===== src/rtl/alu_arbiter.sv =====
// alu_arbiter: shares one combinational 4-bit ALU (add/sub/and/or) between
// two requesters. A request is accepted over a valid/ready handshake, its
// operands are registered and driven to the ALU, and the captured result is
// returned to the requester that issued it over a response handshake.
// Optional feature: define ALU_ARB_RR_EN for round-robin arbitration between
// simultaneous requests; otherwise requester 0 has fixed priority.
module alu_arbiter (
    input  logic       clk,
    input  logic       rst_n,
    input  logic       req0_valid,
    output logic       req0_ready,
    input  logic [3:0] req0_a,
    input  logic [3:0] req0_b,
    input  logic [1:0] req0_op,
    input  logic       req1_valid,
    output logic       req1_ready,
    input  logic [3:0] req1_a,
    input  logic [3:0] req1_b,
    input  logic [1:0] req1_op,
    output logic       rsp0_valid,
    input  logic       rsp0_ready,
    output logic [3:0] rsp0_result,
    output logic       rsp1_valid,
    input  logic       rsp1_ready,
    output logic [3:0] rsp1_result,
    output logic [3:0] alu_a,
    output logic [3:0] alu_b,
    output logic [1:0] alu_op,
    input  logic [3:0] alu_result,
    output logic       busy
);

    typedef enum logic [1:0] {
        IDLE = 2'd0,
        EXEC = 2'd1,
        RESP = 2'd2
    } state_t;

    state_t     state;
    state_t     state_next;

    logic [3:0] opa_q;
    logic [3:0] opb_q;
    logic [1:0] op_q;
    logic [3:0] result_q;
    logic       owner_q;
    logic       last_grant_q;

    logic       grant;
    logic       accept;
    logic       owner_rsp_ready;

    // Pick which requester would be served if the arbiter is idle.
    always_comb begin
        grant = 1'b0;
`ifdef ALU_ARB_RR_EN
        if (req0_valid && req1_valid) begin
            grant = ~last_grant_q;
        end else if (req1_valid) begin
            grant = 1'b1;
        end else begin
            grant = 1'b0;
        end
`else
        grant = ~req0_valid & req1_valid;
`endif
    end

    // Handshake qualification and the owner's response acceptance.
    always_comb begin
        req0_ready      = (state == IDLE) && !grant;
        req1_ready      = (state == IDLE) && grant;
        accept          = grant ? (req1_valid && req1_ready)
                                : (req0_valid && req0_ready);
        owner_rsp_ready = owner_q ? rsp1_ready : rsp0_ready;
    end

    // FSM state register.
    always_ff @(posedge clk) begin
        if (!rst_n) begin
            state <= IDLE;
        end else begin
            state <= state_next;
        end
    end

    // FSM next-state: accept -> execute for one cycle -> hold response.
    always_comb begin
        state_next = state;
        case (state)
            IDLE: begin
                if (accept) begin
                    state_next = EXEC;
                end
            end
            EXEC: begin
                state_next = RESP;
            end
            RESP: begin
                if (owner_rsp_ready) begin
                    state_next = IDLE;
                end
            end
            default: begin
                state_next = IDLE;
            end
        endcase
    end

    // Operand capture on handshake, result capture at the end of EXEC.
    always_ff @(posedge clk) begin
        if (!rst_n) begin
            opa_q        <= '0;
            opb_q        <= '0;
            op_q         <= '0;
            result_q     <= '0;
            owner_q      <= 1'b0;
            last_grant_q <= 1'b1;
        end else begin
            if (accept) begin
                opa_q        <= grant ? req1_a  : req0_a;
                opb_q        <= grant ? req1_b  : req0_b;
                op_q         <= grant ? req1_op : req0_op;
                owner_q      <= grant;
                last_grant_q <= grant;
            end
            if (state == EXEC) begin
                result_q <= alu_result;
            end
        end
    end

    // ALU inputs always mirror the operand registers; responses go to the owner only.
    always_comb begin
        alu_a       = opa_q;
        alu_b       = opb_q;
        alu_op      = op_q;
        rsp0_valid  = (state == RESP) && !owner_q;
        rsp1_valid  = (state == RESP) && owner_q;
        rsp0_result = result_q;
        rsp1_result = result_q;
        busy        = (state != IDLE);
    end

endmodule


===== config.mk =====
export PLATFORM = sky130hd
export DESIGN_NAME = alu_arbiter
export DESIGN_NICKNAME = d
export VERILOG_FILES = /design/src/rtl/alu_arbiter.sv
export SDC_FILE = /design/constraint.sdc
export NUM_CORES = 1
export LEC_CHECK = 0
export BUFFER_PORTS_ARGS = -buffer_cell sky130_fd_sc_hd__buf_2
export CAP_MARGIN = 15
export CORE_MARGIN = 4
export CORE_UTILIZATION = 44
export DETAILED_ROUTE_END_ITERATION = 7
export MAX_ROUTING_LAYER = met4
export PLACE_DENSITY_LB_ADDON = 0.2
export SLEW_MARGIN = 0
export SYNTH_ARGS = -nofsm -noshare
export SYNTH_HDL_FRONTEND = slang
export SYNTH_SLANG_ARGS = --single-unit

===== constraint.sdc =====
create_clock -name clk -period 1.6 [get_ports clk]
set_clock_uncertainty 0.05 [all_clocks]
set_input_delay 0.08 -clock clk [delete_from_list [all_inputs] [get_ports clk]]
set_output_delay 0.08 -clock clk [all_outputs]
set_load 0.05 [all_outputs]

-- After elaboration in Yosys (flattened, before gate mapping)
Index checks and enable logic that the tools add are counted.
- register bits: 17
- input port bits: 30
- output and inout bits: 23
- logic and storage cells: 31
- equal/unequal tests: 4
- muxes and demuxes: 8
- bitwise gates (word level): 2
- reduce and logical (&&, ||, !) cells: 11
- operator list (operator ; number):
    $mux 4 ; 2
    $logic_and 1x1->1 ; 6
    $mux 2 ; 3
    $pmux 2 s3 ; 1
    $ne 2x2->1 const B ; 2
    $eq 2x1->1 const B ; 1
    $eq 2x2->1 const B ; 1
    $logic_not 1->1 ; 2
    $logic_not 2->1 ; 1
    $mux 1 ; 2
    $reduce_and 2->1 ; 1
    $reduce_bool 2->1 ; 1
    $and 1x1->1 ; 1
    $not 1->1 ; 1

-- Depth between registers and ports, before layout
Gate-level depths: netlist of run 1.
- word-level depth: 8
- gate-level depth with buffers: 4
- mapped depth without buffers: 3

-- Worst setup path before layout of run 1
No wires, ideal clock.
- kind: register to output
- from: register state[1]
- to: output port rsp0_valid
- arrival: 1535 ps
- data required time: 1470 ps
- path slack: -65 ps
- cell stages (with the launch flop): 2
- buffers on the path: 0
- path through: dfxtp_1 -> nor3b_1
- cells in the longest elaborated chain, start to end: 2
- RTL lines (element ; RTL line ; text):
    start: declaration ; 39 ; state_t state;
    start signal: assignment ; 83 ; state <= state_next;
    $eq 2x2->1 ; 138 ; rsp0_valid = (state == RESP) && !owner_q;
    $logic_and 1x1->1 ; 138 ;
    end: declaration ; 20 ; output logic rsp0_valid,
No other way between the ends.

-- Final worst setup path of run 1
- from: register state[0]
- to: output port req0_ready
- cells in the longest elaborated chain, start to end: 2
- RTL lines (element ; RTL line ; text):
    $logic_not 2->1 ; 71 ; req0_ready = (state == IDLE) && !grant;
    $logic_and 1x1->1 ; 71 ;
    end: declaration ; 11 ; output logic req0_ready,
No other way between the ends.

==> results of run 1 <==
metal layers:
metal  up-vias  GRT usage (%)  wire [um]
met2        39           30.1       1010
met3         2           2.01        146
li1        429              -          -
met1       386           18.1        832
met4         0           10.5         27
met5         -              -          0
layout make-up:
class / instances / area (um2) / share of cell area, %
inverters: 2 / 7.51 / 0.628
clock buffers: 3 / 22.5 / 1.88
repair buffers: 61 / 352 / 29.4
clock inverters: 1 / 5.00 / 0.418
multi-input cells: 64 / 438 / 36.6
flip-flops and latches: 17 / 340 / 28.5
well taps: 25 / 31.3 / 2.62
logic make-up after synthesis:
group	share of synthesized area [%]
DFF	39.8
buffers and inverters	9.52
and+or+nand+nor	19.3
AOI/OAI and AO/OA	25.5
muxes	5.86
power by group through the flow:
| stage | Sequential, uW | Combinational (uW) | Clock [uW] |
|---|---|---|---|
| finish | 496 | 490 | 222 |
| global placement | 505 | 470 | 0 |
| CTS | 496 | 487 | 236 |
| global route | 502 | 525 | 253 |
| floorplan | 637 | 246 | 0 |
| detailed placement | 505 | 476 | 0 |
how the worst max path moves through the flow:
stage	from	slack [ns]	cells past startpoint	end
6_report	state[0]	0.13	5	req0_ready
5_1_grt	state[0]	0.01	5	req0_ready
4_1_cts	state[0]	0.04	5	req0_ready
3_5_place_dp	state[0]	0.26	3	alu_op[0]
3_3_place_gp	state[0]	0.28	3	alu_b[3]
2_1_floorplan	state[0]	-0.04	4	req0_ready
sequential cells by signal (all words and copies together), names as in the netlist:
signal       cells
alu_a            4
alu_op           2
rsp0_result      4
alu_b            4
owner_q          1
state            2
cells in the final DEF, fill, tap and decap left out, drive strengths merged, types with 3 or more instances in the layout:
master and count:
a21oi 12, clkbuf 3, buf 55, a311oi 10, dfxtp 17, mux2i 5, nor2 7, nand2 20
dlygate4sd3 6
Yosys cell counts:
cell	number	area share, %
nor2_1	6	2.6
inv_1	1	0.44
and3b_1	1	1.0
and3_1	1	0.73
a311oi_2	10	18
nor2b_1	1	0.73
inv_2	1	0.44
dfxtp_1	17	40
a211oi_1	1	0.88
nor3b_1	1	0.88
buf_4	5	4.4
and2_1	1	0.73
nand2b_1	2	1.5
or2_1	1	0.73
nand3b_1	1	0.88
nand2_1	20	8.8
buf_2	5	2.9
nor2_2	1	0.73
a21oi_1	12	7.0
buf_6	1	1.3
mux2i_1	5	5.9
per-stage QoR:
step           area, um2  setup TNS (ns)
2_1_floorplan        860         -0.0790
3_3_place_gp        1100               0
3_5_place_dp        1100               0
4_1_cts             1190               0
5_1_grt             1200               0
6_report            1200               0
tightest hold or removal path, cell delays in order:
cell and delay [ns]:
buf_2 0.09, nand2_1 0.06, a311oi_2 0.08
what timing repair did:
item | CTS | global route
endpoints found under the setup margin | 0 | 2
endpoints found under the hold margin | 6 | 0
gates resized for setup | 0 | 5
hold buffers | 6 | 0
==> out/metrics.cfg, run 1 <==
[run_status]
status=finished clean

[power_and_ir_drop]
power.switching_uw=490
power.total_uw=1210
p_leak_uw=0.000601
irDropWorstVdd_mv=0.594
p_int_uw=717
switching_share_pct=40.6
clock_power_share_pct=18.4
pwr-share-seq_pct=41.0
power_density_nw_per_um2=1010
comb_power_share_pct=40.6

[worst_setup_path]
crit_path_cell_trace=nor2_2, buf_6, inv_2, nor2_1, buf_4
worstPathArrival_ns=1.34
crit_required_ns=1.47
reg2reg_slack_ns=0.22
path_max_fanout=14
reg2reg_from=state[0]
crit_buf_inv=3
critPathLaunchType=flip-flop
reg2reg_to=alu_op[0]
cpMaxStageDelayCell=dfxtp_1
rr_worst_depth=3
criticalPathCategory=reg2out
slowest_delay_ns=0.36
worst_setup_path_end_kind=primary output
worst_path_dominant_cell_family=buffers and inverters

[finish]
final_cells=173
areaGrowthSynthToFinish_pct=40.0
nFillCells=174
insertedDiodeCount=0
drive_gt1_share_pct=48.6
final_util_pct=67.1
nets=179

[place]
pre_cts_slack_ns=0.259
portBuffers=52
place_inst=163
post-dp-hpwl_mm=1.51
routabilityCongestion=0.661

[synth]
yosysUniqueCellTypes=21
yosysSeqAreaShare_pct=39.8
syn_avg_cell_area_um2=9.09
ys_ff_latch=17
synth_warnings=0
syn-num-nets=124
synthCells=94
synthesis.area_um2=855

[sta]
worst_pin_slew_ns=0.648
fmax_mhz=681
slew_headroom_pct=56.7
worst_slack_ns=0.132
maxSlewViolCount=0
min_period_ns=1.47
period_share_pct=91.7
final_hold_viol_count=0
setup_viol=0
rsz0062_at_grt=no
hold_ws_ns=0.0180

[routing]
wl_per_cell_um=11.7
drc=0
vias=856
dr.pass1.iters=4
ant_nets=0
dr.first_iter.drc_count=2
wl_mm=2.02
via_per_inst=4.95

[grt]
grt_pass1_vias=810
grt-ovfl-total=0
antenna_found_initial=0
grt_pass1_wl_mm=3.36
grt.total_usage_pct=17.1
grt_max_degree=17

[clock_network]
clkSinkCount=17
tritoncts=built
htreeDepth=1
cts_setup_buffers=0
clkLatencyLatePin_ns=0.28
numCtsBuffers=3
clk_pin_slew_worst_paths_ns=0.10
clk_path_buf_depth=2
cts_root_buf=clkbuf_4

[die]
die_h_um=52.1
io_pins=53
initial_core_util_pct=47.9
fp-row-count=15
die_x_um=52.1
core_area_um2=1780
die_area_um2=2710

[flow_run]
drv_cap=0

[worst_hold_path]
holdPathStages=3
holdPathEnd=alu_b[3]
hp-start=req0_b[3]
hold_path_class=in2reg

No activity file was read; power rests on OpenSTA's default activity.
==> run 2, diff against run 1 <==
ABC_AREA = 1   (was unset)
CORE_UTILIZATION = 46   (was 44)
SLEW_MARGIN = 20   (was 0)
==> out/metrics.cfg, run 2 <==
[synth]
yosysSeqAreaShare_pct=36.2
synth_warnings=0
yosys-top-cells-count=44 x nand2_1, 44 x nor2_1, 28 x inv_1, 17 x dfxtp_1
synthTopCellsByArea=dfxtp_1 36%, nand2_1 18%, nor2_1 18%, inv_1 11%, buf_6 3.6%
synth_ff_type=dfxtp_1
syn-num-nets=185
async_flop_share_pct=0
syn_avg_cell_area_um2=6.07
synth_area_leader_cell=dfxtp_1
synthCells=155
ys_ff_latch=17
synth_edf_count=0
yosysUniqueCellTypes=16
synthesis.area_um2=941
yosysTopAreaCellShare_pct=36.2

[worst_setup_path]
worstPathArrival_ns=1.29
worst_path_dominant_cell_family=buffers and inverters
rr_worst_depth=6
crit_path_cell_trace=inv_1, nor2_1, inv_1, nor2_1, buf_2
reg2reg_slack_ns=0.46
worst_setup_path_end_kind=primary output
crit_start=state[1]
crit_buf_inv=3
crit_path_end=rsp1_valid
crit_required_ns=1.47
cp.depth=5
reg2reg_to=alu_b[3]
cpMaxStageDelayCell=dfxtp_1
slowest_delay_ns=0.40
reg2reg_from=state[0]
critPathLaunchType=flip-flop
path_max_fanout=3
criticalPathCategory=reg2out

[grt]
grt_pass1_vias=788
grt.total_usage_pct=15.5
grt-ovfl-total=0
antenna_found_initial=0
grt_max_degree=22
grt_pass1_wl_mm=3.16

[sta]
period_share_pct=89.0
min_period_ns=1.42
setup_viol=0
rsz0062_at_grt=no
slew_headroom_pct=66.3
final_hold_viol_count=0
finalSetupTns_ns=0
fmax_mhz=703
worst_pin_slew_ns=0.506
maxSlewViolCount=0

[clock_network]
clk_path_buf_depth=2
tritoncts=built
cts_resized=0
cts_root_buf=clkbuf_4
cts_hold_buf=4
numCtsBuffers=3
clk_pin_slew_worst_paths_ns=0.10
htreeDepth=1
clkLatencyLatePin_ns=0.29
cts_setup_buffers=0
clkSinkCount=17

[die]
io_pins=53
die_x_um=53.2
fp-row-count=16
initial_core_util_pct=48.0
core_area_um2=1960
die_h_um=53.2
die_area_um2=2830

[finish]
final_common_cell=buf_2
nets=238
final_cell_mix=52 x buf_2, 44 x nor2_1, 44 x nand2_1
drive_gt1_share_pct=30.9
nFillCells=216
areaGrowthSynthToFinish_pct=30.2
insertedDiodeCount=0
final_util_pct=62.4
final_cells=234

[routing]
wl_mm=2.08
dr.first_iter.drc_count=4
wl_per_cell_um=8.88
via_per_inst=4.14
ant_nets=0
drc=0
vias=969
dr.pass1.iters=3

[power_and_ir_drop]
irDropWorstVdd_mv=0.553
power_density_nw_per_um2=1010
power.total_uw=1240
p_leak_uw=0.000766

[place]
portBuffers=52
place_inst=226
post-dp-hpwl_mm=1.60
routabilityCongestion=0.692

[run_status]
status=finished clean

[flow_run]
drv_cap=0

[worst_hold_path]
hold_path_class=in2reg

[run 2: worst min path at each step]
stage / to / start / slack, ns / depth (start not counted)
CTS: alu_op[1] / req0_op[1] / 0.03 / 5
floorplan: rsp0_result[0] / alu_result[0] / 0.16 / 2
global route: alu_a[3] / req0_a[3] / 0.05 / 5
finish: alu_op[1] / req0_op[1] / 0.04 / 5
detailed placement: rsp0_result[0] / alu_result[0] / 0.26 / 3
global placement: rsp0_result[0] / alu_result[0] / 0.25 / 3
[run 2: cells by family after synthesis]
group	synth area share, %
simple gates	39.5
buf+inv	19.8
flops	36.2
compound gates	4.52
[run 2: report_power, final]
| part | total, uW | switching, uW | leakage, uW | internal (uW) |
|---|---|---|---|---|
| Clock | 231 | 138 | 0.0000177 | 92.9 |
| Combinational | 510 | 375 | 0.000607 | 135 |
| Sequential | 497 | 25.8 | 0.000141 | 471 |
| Total | 1240 | 539 | 0.000766 | 699 |
[run 2: per-stage QoR]
stage / hold WS [ns] / cell area [um2] / worst slack (ns)
after floorplan: 0.165 / 941 / 0.130
after global placement: 0.253 / 1160 / 0.508
after detailed placement: 0.261 / 1160 / 0.454
after CTS: 0.0276 / 1220 / 0.156
after global routing: 0.0475 / 1220 / 0.0552
final: 0.0364 / 1220 / 0.177
[run 2: worst register-to-register path: stages, from the launching register on]
cell	delay, ns
dfxtp_1	0.34
inv_1	0.10
nand2_2	0.09
nor2_4	0.22
nand2_1	0.09
nor2_1	0.11
nor2_1	0.05
[run 2: metal layers]
metal | share of wire (%) | routed length, um | up-vias | GRT usage (%)
met1 | 44 | 919 | 388 | 17.5
met2 | 46 | 955 | 34 | 25.9
li1 | - | - | 545 | -
met3 | 9.1 | 189 | 2 | 3.10
met5 | 0 | 0 | - | -
met4 | 0.63 | 13 | 0 | 7.66
[run 2: layout make-up]
| type | instances | area [um2] | area share, % |
|---|---|---|---|
| clock buffers | 3 | 22.5 | 1.84 |
| clock inverters | 1 | 5.00 | 0.409 |
| inverters | 29 | 109 | 8.89 |
| multi-input cells | 101 | 414 | 33.8 |
| flip-flops and latches | 17 | 340 | 27.8 |
| well taps | 27 | 33.8 | 2.76 |
| repair buffers | 56 | 300 | 24.5 |
==> run 3, diff against run 2 <==
--- a/constraint.sdc
+++ b/constraint.sdc
@@ -4,2 +4,2 @@
 set_output_delay 0.08 -clock clk [all_outputs]
-set_load 0.05 [all_outputs]
+set_load 0.005 [all_outputs]
==> out/metrics.cfg, run 3 (synthesized netlist as in run 2, its figures left out) <==
[run_status]
status=finished clean

[worst_setup_path]
rr_worst_depth=6
reg2reg_from=state[0]
critPathLaunchType=flip-flop
reg2reg_to=alu_b[0]
worst_setup_path_end_kind=primary output
cpMaxStageDelayCell=dfxtp_1
crit_required_ns=1.47
worstPathArrival_ns=1.15
path_max_fanout=3
criticalPathCategory=reg2out
worst_path_dominant_cell_family=flip-flops
slowest_delay_ns=0.39
crit_buf_inv=3
crit_path_cell_trace=inv_1, nor2_1, inv_1, nor2_1, buf_2
reg2reg_slack_ns=0.47

[worst_hold_path]
hp-start=req0_b[3]
holdPathStages=5
hold_path_class=in2reg
holdPathEnd=alu_b[3]

[sta]
final_hold_viol_count=0
maxSlewViolCount=0
min_period_ns=1.28
finalSetupTns_ns=0
period_share_pct=80.1
setup_viol=0
worst_pin_slew_ns=0.504
fmax_mhz=780
rsz0062_at_grt=no
slew_headroom_pct=66.4

[power_and_ir_drop]
power_density_nw_per_um2=833
p_leak_uw=0.000763
irDropWorstVdd_mv=0.502

[place]
routabilityCongestion=0.689
post-dp-hpwl_mm=1.67
portBuffers=52

[clock_network]
tritoncts=built
clk_pin_slew_worst_paths_ns=0.10
clkLatencyLatePin_ns=0.28
clkSinkCount=17
cts_root_buf=clkbuf_4
numCtsBuffers=3
clk_path_buf_depth=2
htreeDepth=1

[routing]
wl_per_cell_um=9.26
dr.first_iter.drc_count=7
dr.pass1.iters=4
wl_mm=2.17
drc=0
via_per_inst=4.18
ant_nets=0
vias=979

[finish]
nets=238
nFillCells=216
drive_gt1_share_pct=30.4
insertedDiodeCount=0
areaGrowthSynthToFinish_pct=30.1
final_cell_mix=52 x buf_2, 44 x nor2_1, 44 x nand2_1
final_common_cell=buf_2
final_util_pct=62.4

[grt]
antenna_found_initial=0
grt_max_degree=22
grt-ovfl-total=0
grt_pass1_wl_mm=3.55
grt_pass1_vias=891
grt.total_usage_pct=17.4

[die]
fp-row-count=16
die_h_um=53.2
die_area_um2=2830
die_x_um=53.2
io_pins=53
core_area_um2=1960
initial_core_util_pct=48.0

[flow_run]
drv_cap=0

run 3: layout make-up:
class / count / area [um2] / share of cell area (%)
flip-flops and latches: 17 / 340 / 27.8
well taps: 27 / 33.8 / 2.76
clock buffers: 4 / 26.3 / 2.15
inverters: 29 / 109 / 8.90
repair buffers: 56 / 300 / 24.5
multi-input cells: 101 / 414 / 33.8
run 3: tightest hold or removal path, cell delays in order:
cell and delay [ns]:
buf_2 0.07, nand2_1 0.04, nand2_1 0.05, nor2_1 0.03
nor2_1 0.07
run 3: routing by layer:
| metal | track usage (%) | share of wire [%] | vias to the layer above |
|---|---|---|---|
| met1 | 19.0 | 42 | 398 |
| met5 | - | 0 | - |
| met3 | 5.07 | 9.2 | 4 |
| li1 | - | - | 543 |
| met4 | 6.38 | 1.0 | 0 |
| met2 | 29.8 | 47 | 34 |
run 3: worst max path at each step:
| stage | from | to | cells after the start |
|---|---|---|---|
| floorplan | state[0] | alu_a[0] | 6 |
| global placement | state[0] | alu_a[0] | 6 |
| detailed placement | state[1] | alu_b[0] | 6 |
| CTS | state[1] | rsp1_valid | 5 |
| global route | state[1] | rsp1_valid | 5 |
| finish | state[1] | rsp1_valid | 5 |
run 3: where the power goes:
part	leakage (uW)	internal [uW]	switching [uW]
combinational	0.000607	133	164
clock	0.0000150	96.8	128
sequential	0.000141	471	26.6
total	0.000763	701	318
run 3: per-stage QoR:
step | hold slack (ns) | cells | total power (uW) | area [um2] | setup WS (ns)
CTS | 0.0395 | 234 | 1030 | 1220 | 0.304
global placement | 0.253 | 226 | 791 | 1160 | 0.533
floorplan | 0.165 | 155 | 700 | 941 | 0.618
detailed placement | 0.258 | 226 | 800 | 1160 | 0.491
global route | 0.0649 | 234 | 1100 | 1220 | 0.179
finish | 0.0433 | 234 | 1020 | 1220 | 0.318
run 3: what timing repair did:
item / in CTS / in global routing
endpoints found under the hold margin: 4 / 0
buffers inserted: 0 / 0
resized for setup: 0 / 0
hold buffers: 4 / 0
